--- config.mk ---
export PLATFORM = sky130hd
export DESIGN_NAME = sdram_cmd_exec_flat
export DESIGN_NICKNAME = d
export VERILOG_FILES = /design/src/rtl/sdram_cmd_exec_if.sv /design/src/rtl/sdram_cmd_exec.sv /design/src/flat_wrapper.sv
export SDC_FILE = /design/constraint.sdc
export NUM_CORES = 1
export LEC_CHECK = 0
export ABC_AREA = 1
export BUFFER_PORTS_ARGS = -buffer_cell sky130_fd_sc_hd__buf_2
export CAP_MARGIN = 20
export CORE_MARGIN = 2
export CORE_UTILIZATION = 45
export DETAILED_ROUTE_END_ITERATION = 6
export PLACE_DENSITY_LB_ADDON = 0.08
export SYNTH_ARGS = -nofsm -noshare
export SYNTH_HDL_FRONTEND = slang
export SYNTH_SLANG_ARGS = --single-unit
export TNS_END_PERCENT = 1
--- constraint.sdc ---
create_clock -name i_clk -period 3.7 [get_ports i_clk]
set_input_delay 0.37 -clock i_clk [delete_from_list [all_inputs] [get_ports i_clk]]
set_output_delay 0.37 -clock i_clk [all_outputs]
set_load 0.02 [all_outputs]
--- src/rtl/sdram_cmd_exec_if.sv ---
// rtl/sdram_cmd_exec_if.sv - command handshake between sdram_ctrl and the command executor
interface sdram_cmd_exec_if #(
    parameter int DW  = 16,
    parameter int RAW = 12
);
    logic              cmd_valid;
    logic [3:0]        cmd_type;
    logic [RAW-1:0]    cmd_addr;
    logic [1:0]        cmd_ba;
    logic [DW-1:0]     cmd_data;
    logic [DW/8-1:0]   cmd_dqm;
    logic              cmd_done;
    logic              cmd_early_done;
    logic              cmd_wip;

    modport master (
        output cmd_valid, cmd_type, cmd_addr, cmd_ba, cmd_data, cmd_dqm,
        input  cmd_done, cmd_early_done, cmd_wip
    );

    modport slave (
        input  cmd_valid, cmd_type, cmd_addr, cmd_ba, cmd_data, cmd_dqm,
        output cmd_done, cmd_early_done, cmd_wip
    );
endinterface

--- src/rtl/sdram_cmd_exec.sv ---
// rtl/sdram_cmd_exec.sv - SDRAM command executor: registered pins, per-command timing, tWR hold
// A PRECHARGE that arrives inside the write-recovery window is parked in WR_HOLD until tWR expires.
module sdram_cmd_exec #(
    parameter int CLK_FREQ = 100,
    parameter int DW       = 16,
    parameter int RAW      = 12,
    parameter int tRCD     = 20,
    parameter int tRP      = 20,
    parameter int tRFC     = 70,
    parameter int tWR      = 15
) (
    input  logic            i_clk,
    input  logic            i_rst_n,
    sdram_cmd_exec_if.slave cmd,
    output logic            o_sdram_cs_n,
    output logic            o_sdram_ras_n,
    output logic            o_sdram_cas_n,
    output logic            o_sdram_we_n,
    output logic [RAW-1:0]  o_sdram_addr,
    output logic [1:0]      o_sdram_ba,
    output logic [DW/8-1:0] o_sdram_dqm,
    output logic [DW-1:0]   o_sdram_dq_out,
    output logic            o_sdram_dq_oe
);
    localparam logic [3:0] CMD_NOP   = 4'b0111;
    localparam logic [3:0] CMD_ACT   = 4'b0011;
    localparam logic [3:0] CMD_READ  = 4'b0101;
    localparam logic [3:0] CMD_WRITE = 4'b0100;
    localparam logic [3:0] CMD_PRE   = 4'b0010;
    localparam logic [3:0] CMD_REF   = 4'b0001;
    localparam logic [3:0] CMD_LMR   = 4'b0000;

    function automatic logic [7:0] ns_to_cyc(input int t_ns);
        int c;
        c = (t_ns * CLK_FREQ + 999) / 1000;
        if (c < 1) c = 1;
        return c[7:0];
    endfunction

    localparam logic [7:0] C_RCD = ns_to_cyc(tRCD);
    localparam logic [7:0] C_RP  = ns_to_cyc(tRP);
    localparam logic [7:0] C_RFC = ns_to_cyc(tRFC);
    localparam logic [7:0] C_WR  = ns_to_cyc(tWR);
    localparam logic [7:0] C_MRD = 8'd2;

    typedef enum logic [1:0] {ST_IDLE, ST_BUSY, ST_WR_HOLD} state_t;

    state_t           r_state, w_state_nxt;
    logic [7:0]       r_cnt, w_cnt_nxt;
    logic [7:0]       r_twr;
    logic             r_done, w_done_nxt;
    logic             r_done_short, w_done_short_nxt;
    logic [3:0]       r_cmd, w_cmd_nxt;
    logic [RAW-1:0]   r_addr, w_addr_nxt;
    logic [1:0]       r_ba, w_ba_nxt;
    logic [DW/8-1:0]  r_dqm, w_dqm_nxt;
    logic [DW-1:0]    r_dq_out, w_dq_out_nxt;
    logic             r_dq_oe, w_dq_oe_nxt;
    logic [RAW-1:0]   r_pre_addr;
    logic [1:0]       r_pre_ba;
    logic             w_pre_latch;
    logic             w_accept;
    logic             w_wip;
    logic [7:0]       w_lat;

    assign w_wip    = (r_state != ST_IDLE);
    assign w_accept = cmd.cmd_valid & ~w_wip;

    always_comb begin
        case (cmd.cmd_type)
            CMD_ACT: w_lat = C_RCD;
            CMD_PRE: w_lat = C_RP;
            CMD_REF: w_lat = C_RFC;
            CMD_LMR: w_lat = C_MRD;
            default: w_lat = 8'd1;
        endcase
    end

    always_ff @(posedge i_clk or negedge i_rst_n) begin
        if (!i_rst_n) begin
            r_state      <= ST_IDLE;
            r_cnt        <= 8'd0;
            r_done       <= 1'b0;
            r_done_short <= 1'b0;
            r_cmd        <= CMD_NOP;
            r_addr       <= '0;
            r_ba         <= '0;
            r_dqm        <= '1;
            r_dq_out     <= '0;
            r_dq_oe      <= 1'b0;
        end else begin
            r_state      <= w_state_nxt;
            r_cnt        <= w_cnt_nxt;
            r_done       <= w_done_nxt;
            r_done_short <= w_done_short_nxt;
            r_cmd        <= w_cmd_nxt;
            r_addr       <= w_addr_nxt;
            r_ba         <= w_ba_nxt;
            r_dqm        <= w_dqm_nxt;
            r_dq_out     <= w_dq_out_nxt;
            r_dq_oe      <= w_dq_oe_nxt;
        end
    end

    // Write recovery runs independently of the FSM so any later PRECHARGE sees it.
    always_ff @(posedge i_clk or negedge i_rst_n) begin
        if (!i_rst_n) begin
            r_twr <= 8'd0;
        end else if (w_accept && cmd.cmd_type == CMD_WRITE) begin
            r_twr <= C_WR;
        end else if (r_twr != 8'd0) begin
            r_twr <= r_twr - 8'd1;
        end
    end

    always_ff @(posedge i_clk or negedge i_rst_n) begin
        if (!i_rst_n) begin
            r_pre_addr <= '0;
            r_pre_ba   <= '0;
        end else if (w_pre_latch) begin
            r_pre_addr <= cmd.cmd_addr;
            r_pre_ba   <= cmd.cmd_ba;
        end
    end

    always_comb begin
        w_state_nxt      = r_state;
        w_cnt_nxt        = r_cnt;
        w_done_nxt       = 1'b0;
        w_done_short_nxt = 1'b0;
        w_cmd_nxt        = CMD_NOP;
        w_addr_nxt       = r_addr;
        w_ba_nxt         = r_ba;
        w_dqm_nxt        = '1;
        w_dq_out_nxt     = r_dq_out;
        w_dq_oe_nxt      = 1'b0;
        w_pre_latch      = 1'b0;
        case (r_state)
            ST_IDLE: begin
                if (w_accept) begin
                    if (cmd.cmd_type == CMD_PRE && r_twr != 8'd0) begin
                        w_pre_latch = 1'b1;
                        w_state_nxt = ST_WR_HOLD;
                    end else begin
                        w_cmd_nxt  = cmd.cmd_type;
                        w_addr_nxt = cmd.cmd_addr;
                        w_ba_nxt   = cmd.cmd_ba;
                        if (cmd.cmd_type == CMD_READ || cmd.cmd_type == CMD_WRITE) begin
                            w_dqm_nxt = cmd.cmd_dqm;
                        end
                        if (cmd.cmd_type == CMD_WRITE) begin
                            w_dq_oe_nxt  = 1'b1;
                            w_dq_out_nxt = cmd.cmd_data;
                        end
                        if (w_lat > 8'd1) begin
                            w_state_nxt = ST_BUSY;
                            w_cnt_nxt   = w_lat - 8'd1;
                        end else begin
                            w_done_nxt       = 1'b1;
                            w_done_short_nxt = 1'b1;
                        end
                    end
                end
            end
            ST_BUSY: begin
                if (r_cnt <= 8'd1) begin
                    w_state_nxt = ST_IDLE;
                    w_cnt_nxt   = 8'd0;
                    w_done_nxt  = 1'b1;
                end else begin
                    w_cnt_nxt = r_cnt - 8'd1;
                end
            end
            ST_WR_HOLD: begin
                // Full cRP from the delayed pin cycle: the hold already consumed the accept cycle.
                if (r_twr == 8'd0) begin
                    w_cmd_nxt   = CMD_PRE;
                    w_addr_nxt  = r_pre_addr;
                    w_ba_nxt    = r_pre_ba;
                    w_state_nxt = ST_BUSY;
                    w_cnt_nxt   = C_RP;
                end
            end
            default: w_state_nxt = ST_IDLE;
        endcase
    end

    assign cmd.cmd_done       = r_done;
    assign cmd.cmd_early_done = (r_state == ST_BUSY && r_cnt == 8'd1) | (r_done & r_done_short);
    assign cmd.cmd_wip        = w_wip;

    assign {o_sdram_cs_n, o_sdram_ras_n, o_sdram_cas_n, o_sdram_we_n} = r_cmd;
    assign o_sdram_addr   = r_addr;
    assign o_sdram_ba     = r_ba;
    assign o_sdram_dqm    = r_dqm;
    assign o_sdram_dq_out = r_dq_out;
    assign o_sdram_dq_oe  = r_dq_oe;

    a_no_cmd_while_busy: assert property (@(posedge i_clk) disable iff (!i_rst_n)
        !(cmd.cmd_valid && w_wip));
endmodule

--- src/flat_wrapper.sv ---
// flat-port wrapper written by rule: the top's interface ports become plain ports
module sdram_cmd_exec_flat 
#(
    parameter int CLK_FREQ = 100,
    parameter int DW       = 16,
    parameter int RAW      = 12,
    parameter int tRCD     = 20,
    parameter int tRP      = 20,
    parameter int tRFC     = 70,
    parameter int tWR      = 15
)
  (i_clk, i_rst_n, o_sdram_cs_n, o_sdram_ras_n, o_sdram_cas_n, o_sdram_we_n, o_sdram_addr, o_sdram_ba, o_sdram_dqm, o_sdram_dq_out, o_sdram_dq_oe, cmd_cmd_valid, cmd_cmd_type, cmd_cmd_addr, cmd_cmd_ba, cmd_cmd_data, cmd_cmd_dqm, cmd_cmd_done, cmd_cmd_early_done, cmd_cmd_wip);
  sdram_cmd_exec_if #(.DW(DW), .RAW(RAW)) cmd_i ();
  input  logic i_clk;
  input  logic i_rst_n;
  output logic o_sdram_cs_n;
  output logic o_sdram_ras_n;
  output logic o_sdram_cas_n;
  output logic o_sdram_we_n;
  output logic [RAW-1:0] o_sdram_addr;
  output logic [1:0] o_sdram_ba;
  output logic [DW/8-1:0] o_sdram_dqm;
  output logic [DW-1:0] o_sdram_dq_out;
  output logic o_sdram_dq_oe;
  input wire logic [$bits(cmd_i.cmd_valid)-1:0] cmd_cmd_valid;
  input wire logic [$bits(cmd_i.cmd_type)-1:0] cmd_cmd_type;
  input wire logic [$bits(cmd_i.cmd_addr)-1:0] cmd_cmd_addr;
  input wire logic [$bits(cmd_i.cmd_ba)-1:0] cmd_cmd_ba;
  input wire logic [$bits(cmd_i.cmd_data)-1:0] cmd_cmd_data;
  input wire logic [$bits(cmd_i.cmd_dqm)-1:0] cmd_cmd_dqm;
  output wire logic [$bits(cmd_i.cmd_done)-1:0] cmd_cmd_done;
  output wire logic [$bits(cmd_i.cmd_early_done)-1:0] cmd_cmd_early_done;
  output wire logic [$bits(cmd_i.cmd_wip)-1:0] cmd_cmd_wip;
  assign cmd_i.cmd_valid = cmd_cmd_valid;
  assign cmd_i.cmd_type = cmd_cmd_type;
  assign cmd_i.cmd_addr = cmd_cmd_addr;
  assign cmd_i.cmd_ba = cmd_cmd_ba;
  assign cmd_i.cmd_data = cmd_cmd_data;
  assign cmd_i.cmd_dqm = cmd_cmd_dqm;
  assign cmd_cmd_done = cmd_i.cmd_done;
  assign cmd_cmd_early_done = cmd_i.cmd_early_done;
  assign cmd_cmd_wip = cmd_i.cmd_wip;
  sdram_cmd_exec #(.CLK_FREQ(CLK_FREQ), .DW(DW), .RAW(RAW), .tRCD(tRCD), .tRP(tRP), .tRFC(tRFC), .tWR(tWR)) u_core (.i_clk(i_clk), .i_rst_n(i_rst_n), .cmd(cmd_i), .o_sdram_cs_n(o_sdram_cs_n), .o_sdram_ras_n(o_sdram_ras_n), .o_sdram_cas_n(o_sdram_cas_n), .o_sdram_we_n(o_sdram_we_n), .o_sdram_addr(o_sdram_addr), .o_sdram_ba(o_sdram_ba), .o_sdram_dqm(o_sdram_dqm), .o_sdram_dq_out(o_sdram_dq_out), .o_sdram_dq_oe(o_sdram_dq_oe));
endmodule
* Word level (Yosys, flattened, before mapping)
Cells that the tools add are included.
Cells by class: add/subtract/negate cells 3, multipliers 0, divide/modulo/power cells 0, order comparisons 2, equal/unequal tests 14, shifts and indexed selects 0, muxes and demuxes 44, bitwise gates (word level) 5, reduce and logical (&&, ||, !) cells 17
Operator list (count):
- 8-bit 2-to-1 mux | 7
- 12-bit 2-to-1 mux | 3
- 2-bit 2-to-1 mux | 12
- 12-bit case mux with 2 select lines | 1
- 8-bit case mux with 3 select lines | 1
- 8-bit by 1-bit subtractor with 8-bit output (second input constant) | 2
- 1-bit 2-to-1 mux | 12
- 4-bit AND reduction | 3
- 4-bit by 2-bit equality test with 1-bit output (second input constant) | 2
- 4-bit by 3-bit equality test with 1-bit output (second input constant) | 2
- 8-bit by 1-bit equality test with 1-bit output (second input constant) | 1
- 8-bit by 1-bit <= comparator with 1-bit output (second input constant) | 1
- 8-bit logical NOT | 1
- 4-bit 2-to-1 mux | 2
- 2-bit by 1-bit inequality test with 1-bit output (second input constant) | 4
- 4-bit case mux with 2 select lines | 1
- 8-bit nonzero test | 1
- 2-bit case mux with 3 select lines | 1
- 3-bit case mux with 2 select lines | 1
- 2-bit nonzero test | 3
- 5-bit AND reduction | 1
- 4-bit by 1-bit equality test with 1-bit output (second input constant) | 1
- 4-bit logical NOT | 1
- 2-bit case mux with 2 select lines | 1
- 16 further kinds | 20
Word-level totals: register bits 71, bits in latches 0, RAM bits 0, memory bits (read-only) 0, memories kept 0

* Depth between registers and ports, before layout
Gate-level depths: netlist (run 1).
depth in word-level cells 8, gate-level depth with buffers 11

* Worst setup path after synthesis (run 1)
Ideal clock, no wire load.
path type reg-to-output, start point reg u_core.r_state[1], end point out cmd_cmd_early_done, arrival 1.271 ns, data required time 3.330 ns, path slack 2.059 ns, cell stages (with the launch flop) 6, buffers on the path 1, cells stage by stage dfrtp_1 inv_1 ha_1 buf_2 nand2_1 o21ai_0
On the way: cells in the longest elaborated chain, start to end 3
Ends and longest elaborated chain:
- from (decl) | line sdram_cmd_exec.sv:48 | state_t r_state, w_state_nxt;
- from (signal assigned) | line sdram_cmd_exec.sv:92 | r_state <= w_state_nxt;
- 2-bit by 1-bit equality test with 1-bit output | line sdram_cmd_exec.sv:189 | assign cmd.cmd_early_done = (r_state == ST_BUSY && r_cnt == 8'd1) | (r_done & r_done_short);
- 1-bit logical AND | line sdram_cmd_exec.sv:189
- 1-bit bitwise OR | line sdram_cmd_exec.sv:189
- to (decl) | line flat_wrapper.sv:32 | output wire logic [$bits(cmd_i.cmd_early_done)-1:0] cmd_cmd_early_done;
Every way passes these cells.

* Final worst setup path (run 1)
start point reg u_core.r_state[0], end point reg u_core.r_dq_out[5] (netlist: u_core.o_sdram_dq_out[5])
On the way: cells in the longest elaborated chain, start to end 4
Ends and longest elaborated chain:
- 2-bit nonzero test | line sdram_cmd_exec.sv:66 | assign w_wip = (r_state != ST_IDLE);
- 1-bit NOT | line sdram_cmd_exec.sv:67 | assign w_accept = cmd.cmd_valid & ~w_wip;
- 1-bit bitwise AND | line sdram_cmd_exec.sv:67
- 4-bit AND reduction (no line) (*)
- to (signal assigned) | line sdram_cmd_exec.sv:100 | r_dq_out <= w_dq_out_nxt;
- to (decl) | line sdram_cmd_exec.sv:57 | logic [DW-1:0] r_dq_out, w_dq_out_nxt;
Every way passes the cells marked *; elsewhere a longest branch is shown, timed or not. A chain may end at the register's enable or synchronous reset.

==> impl_metrics.env, run 1 <==
export IMPL_nNetsFinal=536
export IMPL_reg2reg_slack_ns=1.46
export IMPL_finalHoldViolations=0
export IMPL_postSynthAreaPerCell_um2=8.54
export IMPL_crit_cells=9
export IMPL_htreeDepth=3
export IMPL_syn_to_final_growth_pct=19.0
export IMPL_row_count=32
export IMPL_antenna_found_initial=0
export IMPL_postSynthCellCount=411
export IMPL_grt_first_pass_wirelength_mm=12.7
export IMPL_syn_nets=458
export IMPL_postCtsHoldBufs=0
export IMPL_dp_hpwl_mm=5.19
export IMPL_final_cells=596
export IMPL_cts_resized=0
export IMPL_grt_max_degree=72
export IMPL_fin_setup_tns_ns=0
export IMPL_period_share=0.606
export IMPL_slowest_stage="inv_1"
export IMPL_path_buf_inv=3
export IMPL_vias=2830
export IMPL_cellLeakagePower_nw=2.18
export IMPL_place_inst=580
export IMPL_crit_required_ns=3.98
export IMPL_worstPathCellList="inv_1 > ha_1 > nand2_2 > nor2_1 > nand2_1 > buf_4 > inv_1 > nand2_1 > nand2_1"
export IMPL_timing_slew_headroom=0.391
export IMPL_crit_end="u_core.o_sdram_dq_out[5]"
export IMPL_overflow=0
export IMPL_cp_data_arrival_time_ns=2.52
export IMPL_drtPass1Iterations=4
export IMPL_wl_mm=7.42
export IMPL_track_usage=0.189
export IMPL_rr_startpoint="u_core.r_state[0]"
export IMPL_start_util=0.459
export IMPL_clkTransAtPathRegs_ns=0.07
export IMPL_critical_path_class="reg2reg"
export IMPL_layout_common_cells="128 x nand2_1, 78 x buf_2, 66 x dfrtp_1"
export IMPL_hold_class="in2async"
export IMPL_pre_cts_ws_ns=1.45
export IMPL_worstMarginPinSlew_ns=0.913
export IMPL_clk_path_buf_depth=2
export IMPL_p_total_mw=3.66
export IMPL_critPathLaunchType="flip-flop"
export IMPL_ios=79
export IMPL_vias_per_cell=4.75
export IMPL_final_common_cell="nand2_1"
export IMPL_cts_sinks=71
export IMPL_r2r_end="u_core.o_sdram_dq_out[5]"
export IMPL_worst_slack_ns=1.46
export IMPL_diodes=0
export IMPL_crit_family="buffers and inverters"
export IMPL_route_met2_wl_mm=3.23
export IMPL_power_density_nw_per_um2=877
export IMPL_drc=0
export IMPL_dieArea_um2=8520
export IMPL_clockRootBuffer="clkbuf_8"
export IMPL_wl_per_cell_um=12.4
export IMPL_syn_area_um2=3510
export IMPL_cp_startpoint="u_core.r_state[0]"
export IMPL_maxCapViolCount=0
export IMPL_core_um2=7650
export IMPL_ir_drop_mv=0.460
export IMPL_timing_fmax_mhz=446
export IMPL_ant_nets=0
export IMPL_final_util=0.546
export IMPL_cts_setup_buffers=0
export IMPL_clock_skew_ns=0.0170
export IMPL_first_iter_violations=134
export IMPL_insertion_delay_ns=0.34
export IMPL_yosysWarnings=0
export IMPL_rsz0062_at_grt="false"
export IMPL_drive_above_1_share=0.281
export IMPL_die_w_um=92.3
export IMPL_maxSlewViolCount=0
export IMPL_place_gp_congestion=0.905
export IMPL_met3_wirelength_um=455
export IMPL_path_common_cell="nand2_1"
export IMPL_drt_met1_wl_mm=3.62
export IMPL_timing_final_crit_period_ns=2.24
export IMPL_fillCellCount=729
export IMPL_numCtsBuffers=9
export IMPL_die_y_um=92.3
export IMPL_ys_seq_area_frac=0.508
export IMPL_status="finished, final reports clean"
export IMPL_cts_tree="built"
export IMPL_top_layer_used="met4"
export IMPL_worstSetupEndpointType="flip-flop"
export IMPL_portBuffers=78
export IMPL_ys_ff_latch=71
export IMPL_slowest_delay_ns=0.43
export IMPL_cp_max_fo=23
export IMPL_reg2regPathDepth=9
export IMPL_grt_pass1_vias=2674
export IMPL_ys_types=30
export IMPL_setup_viol=0
-- stage by stage --
| stage | hold slack, ns | cell area (µm²) |
|---|---|---|
| 6_report | 0.212 | 4180 |
| 5_1_grt | 0.207 | 4180 |
| 4_1_cts | 0.197 | 4180 |
| 3_5_place_dp | 0.463 | 3960 |
| 3_3_place_gp | 0.460 | 3960 |
| 2_1_floorplan | 0.0744 | 3510 |
-- cell families after synthesis --
logic type	count (synthesis)	share of synthesized area
AND/OR/NAND/NOR	206	0.266
flip-flops	71	0.508
AO/OA/AOI/OAI	63	0.107
buffers and inverters	56	0.0723
adder cells (fa/ha/maj)	8	0.0285
XOR/XNOR	4	0.00998
multiplexers	3	0.00855
-- per-layer routing --
layer,vias to the layer above,track usage
li1,1463,-
met1,1295,0.261
met2,64,0.280
met3,8,0.0521
met4,0,0.0808
met5,-,0
-- layout make-up --
type / count / area, µm² / share of cell area
flip-flops and latches: 71 / 1780 / 0.427
multi-input cells: 284 / 1470 / 0.353
clock inverters: 4 / 76.3 / 0.0183
repair buffers: 81 / 413 / 0.0989
well taps: 102 / 128 / 0.0306
inverters: 42 / 158 / 0.0377
clock buffers: 12 / 145 / 0.0348
-- flip-flops by register name, indices dropped and copies added (netlist names) --
register,flops
u_core.o_sdram_addr,12
u_core.r_state,2
u_core.r_cnt,8
u_core.o_sdram_dq_out,16
u_core.cmd.cmd_done,1
u_core.r_done_short,1
u_core.r_pre_ba,2
u_core.r_cmd,4
u_core.r_twr,8
u_core.o_sdram_ba,2
u_core.o_sdram_dqm,2
u_core.r_pre_addr,12
u_core.o_sdram_dq_oe,1
-- synth_stat cells --
cell type | count | area, µm²
nand4_1 | 7 | 43.8
and3_1 | 1 | 6.26
buf_2 | 5 | 25.0
nand3_1 | 17 | 85.1
nor2_8 | 1 | 20.0
o211ai_1 | 2 | 15.0
inv_1 | 38 | 143
o21ai_1 | 16 | 80.1
o21ai_0 | 23 | 115
nand3_4 | 2 | 35.0
nor2_1 | 28 | 105
o22ai_1 | 1 | 6.26
inv_2 | 4 | 15.0
nor2_4 | 4 | 45.0
nand2_1 | 128 | 480
nand2_4 | 1 | 11.3
a21oi_1 | 7 | 35.0
dfrtp_1 | 66 | 1650
xor2_1 | 4 | 35.0
clkbuf_1 | 3 | 11.3
nand2_2 | 10 | 62.6
buf_4 | 2 | 15.0
mux2i_1 | 3 | 30.0
buf_6 | 4 | 45.0
nor4_1 | 1 | 6.26
dfstp_2 | 5 | 131
nor3_1 | 3 | 15.0
ha_1 | 8 | 100
nor2_2 | 3 | 18.8
o21ai_2 | 14 | 123
-- worst min-delay path by stage --
stage / slack, ns / depth (start not counted) / end / from
2_1_floorplan: 0.07 / 0 / u_core.cmd.cmd_done / i_rst_n
3_3_place_gp: 0.46 / 2 / u_core.o_sdram_addr[1] / u_core.o_sdram_addr[1]
3_5_place_dp: 0.46 / 2 / u_core.o_sdram_dq_out[15] / u_core.o_sdram_dq_out[15]
4_1_cts: 0.20 / 3 / u_core.o_sdram_dq_out[0] / cmd_cmd_data[0]
5_1_grt: 0.21 / 3 / u_core.o_sdram_dq_out[1] / cmd_cmd_data[1]
6_report: 0.21 / 2 / u_core.r_cnt[4] / i_rst_n
-- power by group --
part | switching [mW] | total (mW) | internal (mW) | leakage (nW)
registers | 0.191 | 1.31 | 1.12 | 0.878
clock network | 0.291 | 0.693 | 0.401 | 0.107
logic | 1.10 | 1.66 | 0.563 | 1.20
-- worst register-to-register path, stage by stage (launching register included) --
cell and delay, ns:
dfrtp_1 0.41, inv_1 0.10, ha_1 0.36, nand2_2 0.23
nor2_1 0.18, nand2_1 0.07, buf_4 0.21, inv_1 0.44
nand2_1 0.12, nand2_1 0.08
Power figures use the tool's default switching activity.
==> inputs of run 2 (changes only) <==
ABC_AREA = 0   (was 1)
clock period = 2.05 ns   (was 3.7 ns; I/O delays follow)
==> impl_metrics.env, run 2 <==
export IMPL_place_gp_congestion=0.815
export IMPL_maxSlewViolCount=0
export IMPL_syn_area_um2=3440
export IMPL_clockRootBuffer="clkbuf_8"
export IMPL_fin_area_um2=4490
export IMPL_die_w_um=91.4
export IMPL_drc=0
export IMPL_postSynthCellCount=265
export IMPL_synth_most_common_cell="dfrtp_1"
export IMPL_first_iter_violations=86
export IMPL_critPathLaunchType="flip-flop"
export IMPL_dieArea_um2=8360
export IMPL_row_count=31
export IMPL_ant_nets=0
export IMPL_dp_hpwl_mm=5.05
export IMPL_timing_fmax_mhz=495
export IMPL_grt_max_degree=72
export IMPL_htreeDepth=3
export IMPL_worstSetupEndpointType="flip-flop"
export IMPL_clock_skew_ns=0.00501
export IMPL_wl_per_cell_um=15.0
export IMPL_p_total_mw=6.81
export IMPL_clk_path_buf_depth=2
export IMPL_synthAdderAreaFrac=0.0291
export IMPL_cp_max_fo=4
export IMPL_diodes=0
export IMPL_ios=79
export IMPL_yosysWarnings=0
export IMPL_drive_above_1_share=0.560
export IMPL_maxCapViolCount=0
export IMPL_ys_ff_latch=71
export IMPL_cellLeakagePower_nw=2.17
export IMPL_worst_slack_ns=0.0317
export IMPL_grt_pass1_vias=2430
export IMPL_grt_first_pass_wirelength_mm=12.1
export IMPL_netlist_top_cells_area="dfrtp_1 48%, mux2_2 16%, mux2_4 4.4%, dfstp_2 3.8%, ha_1 2.9%"
export IMPL_nNetsFinal=424
export IMPL_cts_tree="built"
export IMPL_syn_to_final_growth_pct=30.5
export IMPL_vias=2502
export IMPL_ys_types=51
export IMPL_yosys_area_share_simple=0.102
export IMPL_start_util=0.469
export IMPL_status="finished, final reports clean"
export IMPL_ys_seq_area_frac=0.518
export IMPL_antenna_found_initial=0
export IMPL_portBuffers=78
export IMPL_ir_drop_mv=0.722
export IMPL_reg2regPathDepth=7
export IMPL_setup_viol=0
export IMPL_insertion_delay_ns=0.34
export IMPL_postSynthAreaPerCell_um2=13.0
export IMPL_yosys_most_used_dff="dfrtp_1"
export IMPL_synth_top_family_by_area="multiplexers"
export IMPL_drtPass1Iterations=4
export IMPL_final_common_cell="buf_2"
export IMPL_clkTransAtPathRegs_ns=0.08
export IMPL_synth_xor_area_frac=0.0153
export IMPL_synth_enable_flop_cells=0
export IMPL_finalHoldViolations=0
export IMPL_wl_mm=7.22
export IMPL_pre_cts_ws_ns=-0.200
export IMPL_worstMarginPinSlew_ns=0.553
export IMPL_place_area_um2=4150
export IMPL_synth_top_cell_by_area="dfrtp_1"
export IMPL_layout_common_cells="78 x buf_2, 66 x dfrtp_1, 49 x mux2_2"
export IMPL_synth_compound_area_share=0.0946
export IMPL_power_density_nw_per_um2=1520
export IMPL_numCtsBuffers=9
export IMPL_fin_setup_tns_ns=0
export IMPL_muxShareOfSynthArea=0.207
export IMPL_die_y_um=91.4
export IMPL_vias_per_cell=5.20
export IMPL_hold_class="in2reg"
export IMPL_overflow=0
export IMPL_fillCellCount=614
export IMPL_period_share=0.985
export IMPL_async_flop_share=1.00
export IMPL_yosysTopAreaCellShare=0.480
export IMPL_rsz0062_at_grt="true"
export IMPL_timing_slew_headroom=0.626
export IMPL_crit_required_ns=2.27
export IMPL_critical_path_class="reg2reg"
export IMPL_cts_sinks=71
export IMPL_largest_reg_flops=16
export IMPL_timing_final_crit_period_ns=2.02
export IMPL_syn_nets=312
export IMPL_cp_data_arrival_time_ns=2.24
export IMPL_yosys_top_cells_count="66 x dfrtp_1, 50 x mux2_2, 15 x nor2_1, 11 x inv_1, 10 x mux2_4"
export IMPL_hold_path_depth=2
export IMPL_core_um2=7330
export IMPL_track_usage=0.183
run 2: changes by cell type after synthesis, moves of 10 or more:
| cell | change |
|---|---|
| o21ai_1 | -16 |
| o21ai_0 | -18 |
| nand3_1 | -15 |
| nand2_1 | -121 |
| nor2_1 | -13 |
| mux2_2 | +50 |
| inv_1 | -27 |
| o21ai_2 | -14 |
| mux2_4 | +10 |
| nand2_2 | -10 |
run 2: path summary, 6_finish.rpt:
check	to	from	slack [ns]
max	u_core.r_cnt[1]	u_core.r_twr[1]	0.03
min	u_core.o_sdram_dqm[0]	cmd_cmd_dqm[0]	0.05
min in group asynchronous	u_core.r_twr[7]	i_rst_n	0.41
max in group asynchronous	u_core.r_cmd[1]	i_rst_n	1.29
min reg2reg	u_core.r_pre_addr[4]	u_core.r_pre_addr[4]	0.50
max reg2reg	u_core.r_cnt[1]	u_core.r_twr[1]	0.03
run 2: report_power, final:
group	switching, mW	internal [mW]	total [mW]
sequential	0.352	2.00	2.35
clock	0.520	0.757	1.28
combinational	1.63	1.55	3.18
run 2: cell type report:
class                           count  area [µm²]  share of cell area
Timing Repair Buffer              113         701               0.156
Tap cell                           99         124              0.0276
Sequential cell                    71        1780               0.397
Inverter                           11        41.3             0.00920
Clock inverter                      4        76.3              0.0170
Clock buffer                       12         155              0.0346
Multi-Input combinational cell    171        1610               0.358
run 2: per-layer routing:
metal,vias up,GRT usage,wire length [µm]
li1,1189,-,-
met3,9,0.0556,349
met5,-,0,0
met4,0,0.0492,97
met2,62,0.266,3320
met1,1242,0.264,3450
run 2: critical path, cell delays in order, from the launching register on:
cell	delay (ns)
dfrtp_1	0.39
inv_2	0.09
ha_4	0.13
or3b_4	0.43
buf_6	0.15
o22ai_4	0.19
and2_4	0.20
mux2_2	0.33
run 2: cells by family after synthesis:
kind of cell,count (synthesis)
AOI/OAI and AO/OA,38
buffers and inverters,23
DFF,71
adders and majority gates,8
xor gates and xnor gates,6
and+or+nand+nor,59
muxes,60
run 2: stage by stage:
| step | std cells | hold WS (ns) | util |
|---|---|---|---|
| final | 481 | 0.0516 | 0.612 |
| after global routing | 481 | 0.0298 | 0.612 |
| after CTS | 478 | 0.0354 | 0.602 |
| after detailed placement | 459 | 0.261 | 0.566 |
| after global placement | 459 | 0.259 | 0.566 |
| after floorplan | 265 | -0.0906 | - |
run 2: timing repair:
action                                  4_1_cts  5_1_grt
resized for setup                             3       11
setup buffers                                 2        3
pin swaps                                     3        3
endpoints found under the hold margin        66        0
endpoints found under the setup margin       37       49
hold buffers                                  1        0
==> inputs of run 3 (changes only) <==
CORE_UTILIZATION = 49   (was 45)
PLACE_DENSITY = 0.76   (was not set)
PLACE_DENSITY_LB_ADDON = not set   (was 0.08)
==> impl_metrics.env, run 3 (synthesis gave the netlist of run 2 again) <==
export IMPL_layout_common_cells="78 x buf_2, 66 x dfrtp_1, 50 x mux2_2"
export IMPL_reg2reg_slack_ns=-0.005
export IMPL_hold_class="in2reg"
export IMPL_maxSlewViolCount=0
export IMPL_pre_cts_ws_ns=-0.316
export IMPL_setup_viol=5
export IMPL_insertion_delay_ns=0.34
export IMPL_syn_to_final_growth_pct=28.9
export IMPL_die_w_um=87.8
export IMPL_finalHoldViolations=0
export IMPL_cellLeakagePower_nw=2.16
export IMPL_place_inst=455
export IMPL_period_share=1.00
export IMPL_row_count=30
export IMPL_cp_max_fo=9
export IMPL_worst_slack_ns=-0.00510
export IMPL_crit_required_ns=2.28
export IMPL_timing_final_crit_period_ns=2.06
export IMPL_diodes=0
export IMPL_cp_data_arrival_time_ns=2.29
export IMPL_worstSetupEndpointType="flip-flop"
export IMPL_ant_nets=0
export IMPL_grt_first_pass_wirelength_mm=11.8
export IMPL_htreeDepth=3
export IMPL_clkTransAtPathRegs_ns=0.08
export IMPL_ir_drop_mv=0.757
export IMPL_drc=0
export IMPL_dieArea_um2=7710
export IMPL_drtPass1Iterations=4
export IMPL_vias=2511
export IMPL_clockRootBuffer="clkbuf_8"
export IMPL_portBuffers=78
export IMPL_timing_fmax_mhz=487
export IMPL_core_um2=6790
export IMPL_rsz0062_at_grt="true"
export IMPL_numCtsBuffers=9
export IMPL_place_gp_congestion=0.860
export IMPL_grt_max_degree=72
export IMPL_final_cells=477
export IMPL_timing_slew_headroom=0.523
export IMPL_clock_skew_ns=0.00549
export IMPL_overflow=0
export IMPL_drive_above_1_share=0.546
export IMPL_worstMarginPinSlew_ns=0.713
export IMPL_first_iter_violations=89
export IMPL_fin_setup_tns_ns=-0.0117
export IMPL_maxCapViolCount=0
export IMPL_antenna_found_initial=0
export IMPL_critical_path_class="reg2reg"
export IMPL_grt_pass1_vias=2470
export IMPL_dp_hpwl_mm=5.07
export IMPL_start_util=0.506
export IMPL_cts_tree="built"
export IMPL_nNetsFinal=423
export IMPL_vias_per_cell=5.26
export IMPL_clk_path_buf_depth=2
export IMPL_die_y_um=87.8
export IMPL_wl_mm=7.22
export IMPL_wl_per_cell_um=15.1
export IMPL_cts_sinks=71
export IMPL_ios=79
export IMPL_power_density_nw_per_um2=1480
export IMPL_status="complete, but fails checks"
export IMPL_critPathLaunchType="flip-flop"
export IMPL_track_usage=0.199
export IMPL_final_common_cell="buf_2"
export IMPL_largest_reg_flops=16
export IMPL_violations="negative setup slack"
## run 3: cell types whose count changed in the layout (fill, tap and decap cells not counted), moves of 2 or more
| cell | previous run | this run |
|---|---|---|
| bufinv_16 | 2 | 0 |
| inv_1 | 7 | 10 |
| buf_4 | 29 | 25 |
| inv_2 | 4 | 1 |
| clkinv_2 | 0 | 3 |
| buf_6 | 2 | 4 |
## run 3: final timing paths
path                                              start                      end  cells after the start
worst max register to register          u_core.r_twr[1]     u_core.o_sdram_ba[0]                      8
max in group asynchronous                       i_rst_n    u_core.o_sdram_dqm[1]                      3
worst min-delay path                     cmd_cmd_dqm[1]    u_core.o_sdram_dqm[1]                      2
worst max-delay path                    u_core.r_twr[1]     u_core.o_sdram_ba[0]                      8
min in group asynchronous                       i_rst_n          u_core.r_twr[3]                      3
worst min register to register  u_core.o_sdram_addr[11]  u_core.o_sdram_addr[11]                      1
## run 3: final cells by class
class	count	area, µm²
Inverter	11	41.3
Clock inverter	5	32.5
Clock buffer	11	141
Timing Repair Buffer	112	713
Sequential cell	71	1780
Fill cell	508	2360
Multi-Input combinational cell	171	1600
Tap cell	96	120
## run 3: report_power, final
group / switching, mW / leakage, nW / internal, mW
clock: 0.525 / 0.0935 / 0.473
combinational: 1.64 / 1.18 / 1.56
sequential: 0.364 / 0.888 / 2.00
total: 2.53 / 2.16 / 4.03
## run 3: critical path, stage by stage, from the launching register on
cell and delay, ns:
dfrtp_1 0.38, inv_1 0.08, ha_1 0.16, or3b_4 0.42, buf_6 0.15, o22ai_4 0.18
a32oi_4 0.09, buf_12 0.17, mux2_4 0.29
## run 3: stage by stage
stage	hold WS (ns)	utilization	total power, mW	cell area (µm²)
2_1_floorplan	-0.0906	-	4.44	3460
3_3_place_gp	0.260	0.609	5.32	4140
3_5_place_dp	0.258	0.609	5.44	4140
4_1_cts	0.0394	0.646	6.53	4390
5_1_grt	0.0491	0.653	7.02	4430
6_report	0.0555	0.653	6.56	4430
## run 3: metal layers
metal / global-route usage / vias to the layer above / share of wire
met3: 0.0575 / 5 / 0.060
li1: - / 1188 / -
met1: 0.270 / 1238 / 0.46
met5: 0 / - / 0
met2: 0.316 / 80 / 0.48
met4: 0.0503 / 0 / 0.0076
## run 3: repair_timing
item / in CTS / in global routing
endpoints found under the setup margin: 44 / 47
hold buffers: 1 / 0
setup buffers: 2 / 3
resized for setup: 8 / 4
pin swaps: 3 / 2
endpoints found under the hold margin: 66 / 0
